===== src/rtl/seq_writer_pkg.sv =====
// Shared types and constants for the sequence array writer and its LFSR fill source.
// Holds the state encoding, geometry defaults, the result record and the LFSR step.
package seq_writer_pkg;

  localparam int SEQ_DEPTH  = 512;
  localparam int SEQ_ADDR_W = 9;
  localparam int SEQ_DATA_W = 16;
  localparam int RES_W      = 16;

  localparam logic [15:0] LFSR_SEED = 16'hACE1;
  // Taps 16,14,13,11 of a right-shifting Fibonacci register sit on bits 0,2,3,5.
  localparam logic [15:0] LFSR_TAPS = 16'h002D;

  typedef enum logic [2:0] {
    S_IDLE,
    S_WRITE,
    S_SETTLE,
    S_RUN,
    S_DONE
  } state_t;

  typedef struct packed {
    logic [RES_W-1:0] start_pos;
    logic [RES_W-1:0] length;
  } result_t;

  function automatic logic [15:0] lfsr_step(input logic [15:0] s);
    return {^(s & LFSR_TAPS), s[15:1]};
  endfunction

endpackage


===== src/rtl/seq_lfsr16.sv =====
// 16-bit Fibonacci LFSR; value is valid the cycle after load, advances one step per advance.
// No backpressure: the owner holds advance low to stall the sequence.
module seq_lfsr16
  import seq_writer_pkg::*;
(
  input  logic        clock,
  input  logic        resetn,
  input  logic        load,
  input  logic        advance,
  output logic [15:0] value
);

  always_ff @(posedge clock or negedge resetn) begin
    if (!resetn) begin
      value <= LFSR_SEED;
    end else if (load) begin
      value <= LFSR_SEED;
    end else if (advance) begin
      value <= lfsr_step(value);
    end
  end

endmodule


===== src/rtl/sequence_array_writer.sv =====
// Loads a sample set into the shared RAM, runs the counter unit, captures its result (SEQ_WRITER_LFSR_EN adds an LFSR fill).
// Writes land one cycle after acceptance; load_ready is low outside IDLE/WRITE, during clear and while generating.
module sequence_array_writer
  import seq_writer_pkg::*;
#(
  parameter int DEPTH  = SEQ_DEPTH,
  parameter int ADDR_W = SEQ_ADDR_W,
  parameter int DATA_W = SEQ_DATA_W
) (
  input  logic              clock,
  input  logic              resetn,
  input  logic              clear,
`ifdef SEQ_WRITER_LFSR_EN
  input  logic              gen_start,
`endif
  input  logic              load_valid,
  output logic              load_ready,
  input  logic [DATA_W-1:0] load_data,
  input  logic              load_last,
  output logic              wr_enable,
  output logic [ADDR_W-1:0] wr_address,
  output logic [DATA_W-1:0] wr_data,
  output logic              cu_start,
  input  logic              cu_finish,
  input  logic [15:0]       cu_start_pos,
  input  logic [15:0]       cu_length,
  output logic              result_valid,
  output logic [15:0]       result_start_pos,
  output logic [15:0]       result_length,
  output logic [ADDR_W:0]   word_count,
  output logic              truncated,
  output logic              busy
);

  localparam logic [ADDR_W:0] WC_ONE   = (ADDR_W+1)'(1);
  localparam logic [ADDR_W:0] DEPTH_WC = (ADDR_W+1)'(DEPTH);

  state_t              state;
  state_t              state_nxt;
  logic                out_of_reset;
  result_t             result_q;

  logic                take;
  logic [DATA_W-1:0]   take_data;
  logic                take_last;
  logic [ADDR_W:0]     wc_next;
  logic                at_depth;
  logic                end_of_set;

  logic                gen_go;
  logic                gen_block;
  logic                gen_active;
  logic [DATA_W-1:0]   gen_data;

`ifdef SEQ_WRITER_LFSR_EN
  logic [15:0] lfsr_value;

  assign gen_go    = gen_start && (state == S_IDLE) && !clear;
  assign gen_block = gen_active || (gen_start && (state == S_IDLE));
  assign gen_data  = DATA_W'(lfsr_value);

  always_ff @(posedge clock or negedge resetn) begin
    if (!resetn) begin
      gen_active <= 1'b0;
    end else begin
      gen_active <= gen_go || (gen_active && (state_nxt == S_WRITE));
    end
  end

  seq_lfsr16 u_lfsr (
    .clock   (clock),
    .resetn  (resetn),
    .load    (gen_go),
    .advance (take && gen_active),
    .value   (lfsr_value)
  );
`else
  assign gen_go     = 1'b0;
  assign gen_block  = 1'b0;
  assign gen_active = 1'b0;
  assign gen_data   = '0;
`endif

  always_ff @(posedge clock or negedge resetn) begin
    if (!resetn) begin
      state        <= S_IDLE;
      out_of_reset <= 1'b0;
    end else begin
      state        <= state_nxt;
      out_of_reset <= 1'b1;
    end
  end

  always_comb begin
    state_nxt    = state;
    load_ready   = 1'b0;
    take         = 1'b0;
    take_data    = load_data;
    take_last    = load_last;
    wc_next      = word_count + WC_ONE;
    at_depth     = 1'b0;
    end_of_set   = 1'b0;
    cu_start     = (state == S_RUN);
    result_valid = (state == S_DONE);
    busy         = (state != S_IDLE);

    if (state == S_IDLE) begin
      wc_next = WC_ONE;
    end
    at_depth   = (wc_next == DEPTH_WC);
    load_ready = ((state == S_IDLE) || (state == S_WRITE)) && !clear && !gen_block && out_of_reset;

    if (gen_active) begin
      take      = (state == S_WRITE) && !clear;
      take_data = gen_data;
      take_last = 1'b0;
    end else begin
      take = load_valid && load_ready;
    end
    end_of_set = take && (take_last || at_depth);

    case (state)
      S_IDLE: begin
        if (gen_go) begin
          state_nxt = S_WRITE;
        end else if (take) begin
          state_nxt = end_of_set ? S_SETTLE : S_WRITE;
        end
      end
      S_WRITE:  if (end_of_set) state_nxt = S_SETTLE;
      S_SETTLE: state_nxt = S_RUN;
      S_RUN:    if (cu_finish) state_nxt = S_DONE;
      S_DONE:   state_nxt = S_IDLE;
      default:  state_nxt = S_IDLE;
    endcase

    if (clear) begin
      state_nxt = S_IDLE;
    end
  end

  // A generated fill starts from count 0 so its first word goes to address 0 like a loaded one.
  always_ff @(posedge clock or negedge resetn) begin
    if (!resetn) begin
      wr_enable  <= 1'b0;
      wr_address <= '0;
      wr_data    <= '0;
      word_count <= '0;
      truncated  <= 1'b0;
      result_q   <= '0;
    end else begin
      wr_enable <= take;
      if (take) begin
        wr_address <= (state == S_IDLE) ? '0 : word_count[ADDR_W-1:0];
        wr_data    <= take_data;
        word_count <= wc_next;
        if (state == S_IDLE) begin
          truncated <= 1'b0;
        end
        if (at_depth && !take_last && !gen_active) begin
          truncated <= 1'b1;
        end
      end
      if (gen_go) begin
        word_count <= '0;
        truncated  <= 1'b0;
      end
      if ((state == S_RUN) && cu_finish && !clear) begin
        result_q <= '{start_pos: cu_start_pos, length: cu_length};
      end
    end
  end

  assign result_start_pos = result_q.start_pos;
  assign result_length    = result_q.length;

endmodule


===== config.mk =====
export PLATFORM = sky130hd
export DESIGN_NAME = sequence_array_writer
export DESIGN_NICKNAME = d
export VERILOG_FILES = /design/src/rtl/seq_writer_pkg.sv /design/src/rtl/seq_lfsr16.sv /design/src/rtl/sequence_array_writer.sv
export SDC_FILE = /design/constraint.sdc
export NUM_CORES = 1
export LEC_CHECK = 0
export CORE_UTILIZATION = 43
export DETAILED_ROUTE_END_ITERATION = 8
export PLACE_DENSITY = 0.77
export SYNTH_ARGS = -nofsm -noshare
export SYNTH_HDL_FRONTEND = slang
export SYNTH_SLANG_ARGS = --single-unit

===== constraint.sdc =====
create_clock -name clock -period 2.47 [get_ports clock]
set_input_delay 0.494 -clock clock [delete_from_list [all_inputs] [get_ports clock]]
set_output_delay 0.494 -clock clock [all_outputs]
set_load 0.01 [all_outputs]

==> results_dict.tcl, run 1 <==
set metrics [dict create \
    holdBufCountCts 0 \
    tns_ns 0 \
    cts_tree "built" \
    synth_cell_types 46 \
    ys_async_sr_fraction 1.00 \
    cts.clk_slew.worst_paths_ns 0.07 \
    yosys_warnings 0 \
    cp-end-kind "output port" \
    cp-start-kind "flip-flop" \
    cts_htree_levels 3 \
    syn_area_per_cell_um2 9.12 \
    place_area_um2 4490 \
    cts.sink_count 73 \
    drc 0 \
    gr-usage-all-layers 0.209 \
    syn_nets 394 \
    cts.path.max_buffers 2 \
    cts_buffers 9 \
    wirelength_um 7440 \
    diodes 0 \
    grt_max_degree 74 \
    p_seq_frac 0.522 \
    grt_pass1_vias 2646 \
    fin_nets 524 \
    status "finished clean" \
    grt_first_pass_wirelength_um 12100 \
    antenna_found_initial 0 \
    dp_hpwl_um 5270 \
    ios 127 \
    cp_cell_sequence "nor3_2, inv_1, clkdlybuf4s50_1" \
    pwr-share-comb 0.189 \
    leakage_nw 2.24 \
    arrival_ns 1.87 \
    worst-setup-path-type "reg -> out" \
    dr.pass1.iters 4 \
    p_switching_uw 674 \
    synth-seq-cells 73 \
    p_int_mw 1.91 \
    fillers 560 \
    rsz0062_at_grt "false" \
    port_buffers 126 \
    cts_resized 0 \
    drt.antenna.violating_nets 0 \
    fp.dieW_um 86.8 \
    p_clk_frac 0.289 \
    fmax_mhz 423 \
    period_share 0.956 \
    hold_viol 0 \
    synth_edf_count 0 \
    setup_violations 0 \
    rows 30 \
    syn_to_final_growth_pct 50.0 \
    cp_data_required_time_ns 1.98 \
    wl_met1_um 3220 \
    slowest_delay_ns 0.61 \
    timing.final.max_slew_violations 0 \
    vias_per_cell 4.81 \
    power_density_nw_per_um2 558 \
    final_area_um2 4640 \
    synth_cells 339 \
    synth_area_um2 3090 \
    finalClockSkew_ns 0.00735 \
    post_drt_wl_per_cell_um 13.1 \
    cts-root-buf "clkbuf_8" \
    drive_gt1_frac 0.0805 \
    dr.first_iter.drc_count 141 \
    dieArea_um2 7530 \
    wl_met3_um 783 \
    cts_setup_buffers 0 \
    gp_congestion 0.849 \
    wl_met2_um 3340 \
    layout_min_cycle_time_ns 2.36 \
    irDropWorstVdd_mv 0.267 \
    critPathSlowestCell "clkdlybuf4s50_1" \
    seq_area_frac_synth 0.591 \
    overflow 0 \
    die_y_um 86.8 \
    clk-insertion-delay-late_ns 0.33 \
    top_layer_used "met4" \
    core-area_um2 6870 \
    path_max_fanout 11 \
    swShare 0.260 \
    drv_cap 0 \
    hold_path_class "in -> async" \
    vias 2734 \
    initial_core_util 0.450 \
    yosys_most_used_dff "dfrtp_1" \
]
## cell usage after synthesis (2+ instances only)
cell type | count | share of area
o21ai_1 | 2 | 0.0032
nand3_2 | 2 | 0.0065
dfrtp_1 | 73 | 0.59
nand2_1 | 172 | 0.21
a21oi_1 | 2 | 0.0032
clkbuf_1 | 7 | 0.0085
xnor2_1 | 2 | 0.0057
inv_1 | 3 | 0.0036
a22o_1 | 2 | 0.0057
and3_1 | 2 | 0.0040
buf_2 | 6 | 0.0097
nor2_1 | 6 | 0.0073
nand3_1 | 9 | 0.015
o21ai_0 | 10 | 0.016
o31ai_1 | 4 | 0.0097
nand4_1 | 2 | 0.0040
nor3_1 | 2 | 0.0032
buf_1 | 2 | 0.0024
a31oi_1 | 4 | 0.0081
## flip-flops by register name, indices dropped and copies added (netlist names), 3 cells and up
register	count
state	3
result_length	16
wr_data	16
word_count	10
wr_address	9
result_start_pos	16
## per-stage QoR
step / total power, mW / utilization / hold slack [ns] / worst slack, ns / cells
after detailed placement: 1.87 / 0.653 / 0.455 / 0.119 / 554
final: 2.59 / 0.675 / 0.175 / 0.109 / 568
after global placement: 1.85 / 0.653 / 0.448 / 0.136 / 554
after CTS: 2.62 / 0.675 / 0.203 / 0.0955 / 568
after floorplan: 1.53 / - / 0.198 / 0.546 / 339
after global routing: 2.72 / 0.675 / 0.203 / 0.00877 / 568
## path summary, 6_finish.rpt
kind                               startpoint             endpoint  slack [ns]  cells past startpoint
worst max-delay path                 state[1]                 busy        0.11                      3
worst min-delay path                   resetn        word_count[5]        0.17                      2
worst max register to register  word_count[1]             state[0]        0.37                      6
worst min register to register  wr_address[2]        wr_address[2]        0.47                      2
max in group asynchronous              resetn  result_start_pos[7]        1.96                      2
min in group clock              wr_address[2]        wr_address[2]        0.47                      2
## power groups by stage
stage | logic [mW] | registers (mW) | clock network, mW
final | 0.489 | 1.35 | 0.748
after global routing | 0.537 | 1.36 | 0.830
after CTS | 0.496 | 1.35 | 0.773
after detailed placement | 0.495 | 1.37 | 0
after global placement | 0.485 | 1.37 | 0
after floorplan | 0.136 | 1.40 | 0
## cell families (layout without fill, tap and decap cells)
family / Yosys count / count (layout) / synth area share
xor gates and xnor gates: 3 / 3 / 0.00850
other: 1 / 1 / 0.00121
buffers and inverters: 22 / 155 / 0.0332
AOI/OAI and AO/OA: 32 / 32 / 0.0765
and+or+nand+nor: 206 / 206 / 0.282
muxes: 1 / 1 / 0.00364
DFF: 73 / 73 / 0.591
adders and majority gates: 1 / 1 / 0.00405
## critical path, delay by kind of cell (launching register included)
kind / cells / cell delay [ns]
buf+inv: 2 / 0.92
flops: 1 / 0.53
simple gates: 1 / 0.09
## placed cells by master, fill, tap and decap left out, types with 2 or more instances in the layout
master and n:
clkinv_2 5, nor2_1 6, nand4_1 2, nor3_1 2
clkbuf_8 9, o21ai_1 2, buf_12 2, a31oi_1 4
nand3_2 2, a21oi_1 2, o31ai_1 4, and3_1 2
inv_1 3, o21ai_0 10, clkdlybuf4s50_1 125, nand2_1 172
a22o_1 2, buf_4 9, dfrtp_1 73, nand3_1 9
xnor2_1 2
## layout make-up
| cell class | instances | area (µm²) | area share |
|---|---|---|---|
| Multi-Input combinational cell | 244 | 1160 | 0.250 |
| Clock inverter | 5 | 25.0 | 0.00540 |
| Clock buffer | 9 | 124 | 0.0267 |
| Tap cell | 96 | 120 | 0.0259 |
| Timing Repair Buffer | 137 | 1360 | 0.294 |
| Inverter | 4 | 15.0 | 0.00324 |
| Sequential cell | 73 | 1830 | 0.394 |
## routing by layer
metal  track usage  vias to the layer above
li1              -                     1349
met4        0.0788                        0
met1         0.271                     1249
met2         0.317                      127
met5             0                        -
met3        0.0810                        9
(Power assumes the default switching activity.)
==> run 2, diff against run 1 <==
Settings changed: TNS_END_PERCENT from default to 100.
==> results of run 2 <==
No change in the layout: final DEF, timing and power equal those of run 1.
==> run 3, diff against run 2 <==
Settings changed: ABC_CLOCK_PERIOD_IN_PS from default to 2470.
==> results of run 3 <==
No change in the layout: final DEF, timing and power equal those of run 1.
==> RTL change 1, RTL diff (flow settings as in run 2) <==
Build with the macro `SEQ_WRITER_LFSR_EN` defined.
--- a/src/rtl/sequence_array_writer.sv
+++ b/src/rtl/sequence_array_writer.sv
@@ -1,5 +1,7 @@
 // Loads a sample set into the shared RAM, runs the counter unit, captures its result (SEQ_WRITER_LFSR_EN adds an LFSR fill).
 // Writes land one cycle after acceptance; load_ready is low outside IDLE/WRITE, during clear and while generating.
+`define SEQ_WRITER_LFSR_EN
+
 module sequence_array_writer
   import seq_writer_pkg::*;
 #(
Ports: changed (added gen_start); port bits go from 127 to 128. The function was not compared with the original's and may differ.
==> RTL change 1 against run 2 <==
  * The run now ends with DRC left
  * Clock power rose by 47%
  * Synthesized area rose by 28%
  * Sequential cell count is 17 higher
  * Routed wire length rose by 26%
  * Highest routed layer unchanged
  * Die area rose by 28%
  * Largest cell class unchanged
  * Total power increased by 54%
  * Global-route usage shrank 0.45 points
  * Synthesized cell count grew 9.7%
  * Cell area increased by 22%
  * Clock skew grew 0.0050 ns
  * Sequential share of layout area up 0.44 points
  * Hold slack worse by 0.14 ns
  * Critical path type unchanged
  * Setup slack improved by 0.016 ns
==> RTL change 1: results (changes against run 2) <==
Synthesis
  • Multiplexer share of the synthesized area: 13.4% (+13 points)
  • Post-Syn Area: 0.00397 mm^2 (+28%)
  • Syn Inst Count: 372 (+9.7%)
  • Post-Synthesis Net Count: 428 (+8.6%)
  • Top cells by count, synth: dfrtp_1 (82), nand2_1 (79), mux2_2 (32)
  • Synth Area in XOR/XNOR: 1.33% (+0.48 points)
  • Register area share after synthesis: 57.1% (-2.1 points)
  • Post-synth cell types: 47 (+2.2%)
  • Area contributors post-synth: dfrtp_1 (52%), mux2_2 (9.1%), nand2_1 (7.5%)
  • Synth Area in Compound Gates: 9.31% (+1.7 points)
  • Adder-cell share of the synthesized area: 0.316% (-0.089 points)

Detailed routing
  • Met1 WL: 4000 um (+24%)
  • Met3 WL: 905 um (+16%)
  • Vias/cell: 5.26 (+9.4%)
  • Met2 wire len: 4320 um (+29%)
  • Pre-antenna DRT Iters: 6 (+2)
  • Avg WL per Cell: 15.1 um (+16%)
  • Remaining DRCs: 9 (+9)
  • DRT iter0 DRCs: 118 (-16%)

Clocking
  • Clock latency on the worst-skew pair: 0.35 ns (+0.02 ns)

Global route
  • First-pass GRT wire length: 15400 um (+28%)
  • Overall Global Routing Usage: 20.4% (-0.45 points)
  • Initial antenna violation count: 0 (unchanged)
  • Largest net degree at the start of global routing: 43 (-42%)

STA
  • Total Neg Setup Slack: 0 ns (unchanged)
  • Hold Worst Slack: 0.0392 ns (-0.136 ns)
  • Final Skew: 0.0124 ns (+0.00502 ns)

Placed design
  • Hpwl dp: 6710 um (+27%)
  • Port bufs: 127 (+0.79%)
  • Pre-CTS setup slack: -0.0308 ns (-0.150 ns)
  • Placed instance area: 0.00545 mm^2 (+21%)
  • Final Wtd Congestion: 0.826 (-2.7%)
  • Inst Count DP: 602 (+8.7%)

Setup path
  • Data arrival, critical path: 1.85 ns (-0.02 ns)
  • Reg-to-reg endpoint: state[0]
  • Crit. Startpoint: state[1]
  • FF-to-FF setup slack: 0.13 ns (-0.24 ns)
  • CP max FO: 18 (+7)
  • FF-to-FF path depth: 7 (+1)

Power and ir drop
  • Leak Pwr: 2.55 nW (+14%)
  • Peak VDD IR: 0.365 mV (+36%)

Run status
  • Outcome: complete, but fails checks
  • Failing checks: DRC

Worst hold path
  • Worst hold path class: input pin to asynchronous set/reset pin

Cells and area
  • Final Non-Filler Cells: 618 (+8.8%)
  • Layout Nets: 561 (+7.1%)
  • Share of layout cells above drive strength 1: 16.5% (+8.4 points)
==> RTL change 1: layout make-up <==
| class | instances | area [um^2] |
|---|---|---|
| Inverter | 5 | 18.8 |
| Timing Repair Buffer | 146 | 1450 |
| Multi-Input combinational cell | 253 | 1590 |
| Clock inverter | 4 | 76.3 |
| Fill cell | 699 | 3130 |
| Sequential cell | 90 | 2260 |
| Tap cell | 108 | 135 |
| Clock buffer | 12 | 145 |
==> RTL change 1: logic make-up after synthesis <==
logic type                 after synthesis
AOI/OAI and AO/OA                       60
xor gates and xnor gates                 6
adders and majority gates                1
buffers and inverters                   29
DFF                                     90
muxes                                   49
other                                    1
and+or+nand+nor                        136
==> RTL change 1: power by group <==
| group | switching, mW | leakage [nW] | internal [mW] |
|---|---|---|---|
| logic | 0.440 | 1.25 | 0.598 |
| registers | 0.132 | 1.19 | 1.71 |
| clock network | 0.500 | 0.107 | 0.601 |
| total | 1.07 | 2.55 | 2.91 |
==> RTL change 1: worst min-delay path by stage <==
stage,from,to,depth (start not counted)
after floorplan,resetn,gen_active,0
after global placement,resetn,result_length[13],1
after detailed placement,resetn,result_start_pos[6],1
after CTS,resetn,result_start_pos[6],1
after global routing,resetn,result_start_pos[2],1
final,resetn,result_length[13],1
==> RTL change 1: what timing repair did <==
item / 4_1_cts / 5_1_grt
setup buffers: 0 / 0
setup endpoints to repair: 1 / 1
gates resized for setup: 1 / 1
cloned: 0 / 0
==> RTL change 1: worst max-delay path: stages, from the launching register on <==
cell             delay [ns]
dfrtp_1                0.49
nor3_4                 0.26
inv_2                  0.05
buf_4                  0.20
clkdlybuf4s50_1        0.50
==> RTL change 1: routing by layer <==
layer	vias up	GRT usage, %
li1	1556	-
met1	1561	25.3
met5	-	0
met4	0	7.81
met2	123	32.8
met3	13	7.37
==> RTL change 2, RTL diff (settings of run 2) <==
Without the edit above. Put one more register stage on the output `word_count`, without a reset. The value now appears one clock later. The other outputs are not delayed to match.
--- a/src/rtl/sequence_array_writer.sv
+++ b/src/rtl/sequence_array_writer.sv
@@ -34,6 +34,8 @@
 
   localparam logic [ADDR_W:0] WC_ONE   = (ADDR_W+1)'(1);
   localparam logic [ADDR_W:0] DEPTH_WC = (ADDR_W+1)'(DEPTH);
+
+  logic [ADDR_W:0] word_count_s0;
 
   state_t              state;
   state_t              state_nxt;
@@ -97,7 +99,7 @@
     take         = 1'b0;
     take_data    = load_data;
     take_last    = load_last;
-    wc_next      = word_count + WC_ONE;
+    wc_next      = word_count_s0 + WC_ONE;
     at_depth     = 1'b0;
     end_of_set   = 1'b0;
     cu_start     = (state == S_RUN);
@@ -145,15 +147,15 @@
       wr_enable  <= 1'b0;
       wr_address <= '0;
       wr_data    <= '0;
-      word_count <= '0;
+      word_count_s0 <= '0;
       truncated  <= 1'b0;
       result_q   <= '0;
     end else begin
       wr_enable <= take;
       if (take) begin
-        wr_address <= (state == S_IDLE) ? '0 : word_count[ADDR_W-1:0];
+        wr_address <= (state == S_IDLE) ? '0 : word_count_s0[ADDR_W-1:0];
         wr_data    <= take_data;
-        word_count <= wc_next;
+        word_count_s0 <= wc_next;
         if (state == S_IDLE) begin
           truncated <= 1'b0;
         end
@@ -162,7 +164,7 @@
         end
       end
       if (gen_go) begin
-        word_count <= '0;
+        word_count_s0 <= '0;
         truncated  <= 1'b0;
       end
       if ((state == S_RUN) && cu_finish && !clear) begin
@@ -174,5 +176,9 @@
   assign result_start_pos = result_q.start_pos;
   assign result_length    = result_q.length;
 
+  always_ff @(posedge clock) begin
+    word_count <= word_count_s0;
+  end
+
 endmodule
 
Function: changed (a bounded check fails within 4 cycles, from zero or initial values and one cycle with resetn low).
==> RTL change 2 against run 2 <==
  * Clock power grew 39%
  * First-iteration DRC count shrank 17%
  * Cell count shrank 7.4%
  * Cell area grew 5.5%
  * Routed wire length shrank 0.65%
  * Sequential cell count grew 10
  * Total power grew 34%
  * Setup slack gained 0.013 ns
  * Synthesized area grew 6.2%
  * Largest power group unchanged
==> RTL change 2: results (changes against run 2) <==
Synthesis
  • Top cells by count, synth: nand2_1 (82), dfrtp_1 (73), mux2_2 (32)
  • Main synth FF type: dfrtp_1
  • Post-synth cell types: 41 (-11%)
  • Synth Area in XOR/XNOR: 0.267% (-0.58 points)
  • Adder-cell share of the synthesized area: 0.381% (-0.024 points)
  • Multiplexer share of the synthesized area: 11.0% (+11 points)
  • Synth Area in Compound Gates: 7.74% (+0.087 points)
  • Largest family of logic cells by synthesized area: simple AND/OR/NAND/NOR gates
  • Yosys warns: 0 (unchanged)
  • Register area share after synthesis: 61.8% (+2.7 points)
  • Post-synth ARST share: 88.0% (-12 points)
  • Area contributors post-synth: dfrtp_1 (56%), mux2_2 (11%), nand2_1 (9.4%)
  • Post-Synthesis Net Count: 346 (-12%)

Global route
  • Largest net degree at the start of global routing: 74 (unchanged)
  • Vias in the first global route: 2426 (-8.3%)
  • Initial antenna violation count: 0 (unchanged)
  • Overall Global Routing Usage: 19.4% (-1.5 points)
  • M2 GR Usage: 30.7% (-1.0 points)
  • First-pass GRT wire length: 11600 um (-4.3%)
  • M3 GR Usage: 4.52% (-3.6 points)
  • Met1 Use GR: 24.9% (-2.2 points)

Placed design
  • Final Wtd Congestion: 0.808 (-4.9%)
  • Placed instance area: 0.00468 mm^2 (+4.2%)
  • Hpwl dp: 5230 um (-0.88%)
  • Port bufs: 126 (unchanged)
  • Pre-CTS setup slack: 0.143 ns (+0.0239 ns)

Setup path
  • Setup CP Type: flop to primary output
  • FF-to-FF setup slack: 0.35 ns (-0.02 ns)
  • CP max FO: 11 (unchanged)
  • Crit-path slowest cell: clkdlybuf4s50_1
  • Slowest cell delay on critical path: 0.61 ns (about the same)
  • CP delay by family, top: buffers and inverters
  • Data arrival, critical path: 1.85 ns (-0.02 ns)

STA
  • Final Slew Violations: 0 (unchanged)
  • Final Skew: 0.00821 ns (+0.000864 ns)
  • Fmax: 426 MHz (+0.54%)
  • Slew of the pin with the lowest slew margin: 0.907 ns

Cells and area
  • Final Cell Area: 0.00489 mm^2 (+5.5%)
  • Antenna Cells: 0 (unchanged)
  • Share of layout cells above drive strength 1: 15.5% (+7.4 points)
  • Layout fillers: 560 (unchanged)
  • Layout Nets: 477 (-9.0%)

Run status
  • Outcome: finished, final reports clean

Clocking
  • CTS Buffer Depth: 2 (unchanged)
  • Clk slew on worst S/H paths: 0.08 ns
  • # Post-CTS Setup Buffers: 0 (unchanged)
  • Resize count post-CTS: 0 (unchanged)
  • CTS root buf: clkbuf_8
  • Htree depth: 3 (unchanged)
  • Clock latency on the worst-skew pair: 0.34 ns
  • Total CTS buffers: 9 (unchanged)

Worst hold path
  • Worst hold path class: input pin to asynchronous set/reset pin

Detailed routing
  • Vias: 2578 (-5.7%)
  • Avg WL per Cell: 14.0 um (+7.3%)
  • DRT iter0 DRCs: 117 (-17%)
  • Pre-antenna DRT Iters: 4 (unchanged)

Power and ir drop
  • Peak VDD IR: 0.331 mV (+24%)
  • Leak Pwr: 2.16 nW (-3.4%)
  • P_int: 2.56 mW (+34%)
RTL change 2: cell types whose count changed in the layout (fill, tap and decap cells not counted), moves of 4 or more:
cell | run 2 | this run
clkinv_2 | 5 | 0
a21oi_1 | 2 | 6
nand3_1 | 9 | 5
mux2_2 | 1 | 32
dfxtp_1 | 0 | 10
o21ai_0 | 10 | 18
nand2_1 | 172 | 82
RTL change 2: path summary, 6_finish.rpt:
path,cells after the start,start,to
setup / recovery,3,state[1],busy
hold / removal,1,resetn,result_length[7]
setup reg to reg,6,word_count_s0[0],truncated
hold reg to reg,0,word_count_s0[9],word_count[9]
max in group asynchronous,1,resetn,wr_data[6]
min in group clock,0,word_count_s0[9],word_count[9]
RTL change 2: area by class of cell:
cell class / instances / share of cell area, %
tap: 99 / 2.53
clock inverter: 4 / 1.56
timing repair buffer: 136 / 27.3
sequential: 83 / 41.5
clock buffer: 12 / 2.76
multi-input combinational: 189 / 24.2
inverter: 3 / 0.230
RTL change 2: per-layer routing:
| metal | share of wire, % | up-vias | wire [um] |
|---|---|---|---|
| met5 | 0 | - | 0 |
| met4 | 2.6 | 0 | 194 |
| met3 | 5.8 | 17 | 432 |
| met2 | 48 | 94 | 3580 |
| met1 | 43 | 1216 | 3180 |
| li1 | - | 1251 | - |
RTL change 2: logic make-up after synthesis:
| group | Yosys count |
|---|---|
| mux | 32 |
| fa+ha+maj | 1 |
| buf+inv | 19 |
| flops | 83 |
| compound gates | 39 |
| xor+xnor | 1 |
| other cells | 1 |
| simple gates | 115 |
RTL change 2: power groups by stage:
stage                     logic (mW)  clock network, mW  registers, mW
after global routing           0.830               1.12           1.68
after CTS                      0.769               1.06           1.66
after detailed placement       0.766                  0           1.69
after global placement         0.750                  0           1.68
final                          0.760               1.04           1.66
after floorplan                0.248                  0           1.72
RTL change 2: metrics by stage:
step	hold WS, ns	std cells
after global placement	0.416	510
after floorplan	0.198	291
after CTS	0.294	526
after detailed placement	0.422	510
after global routing	0.337	526
final	0.267	526
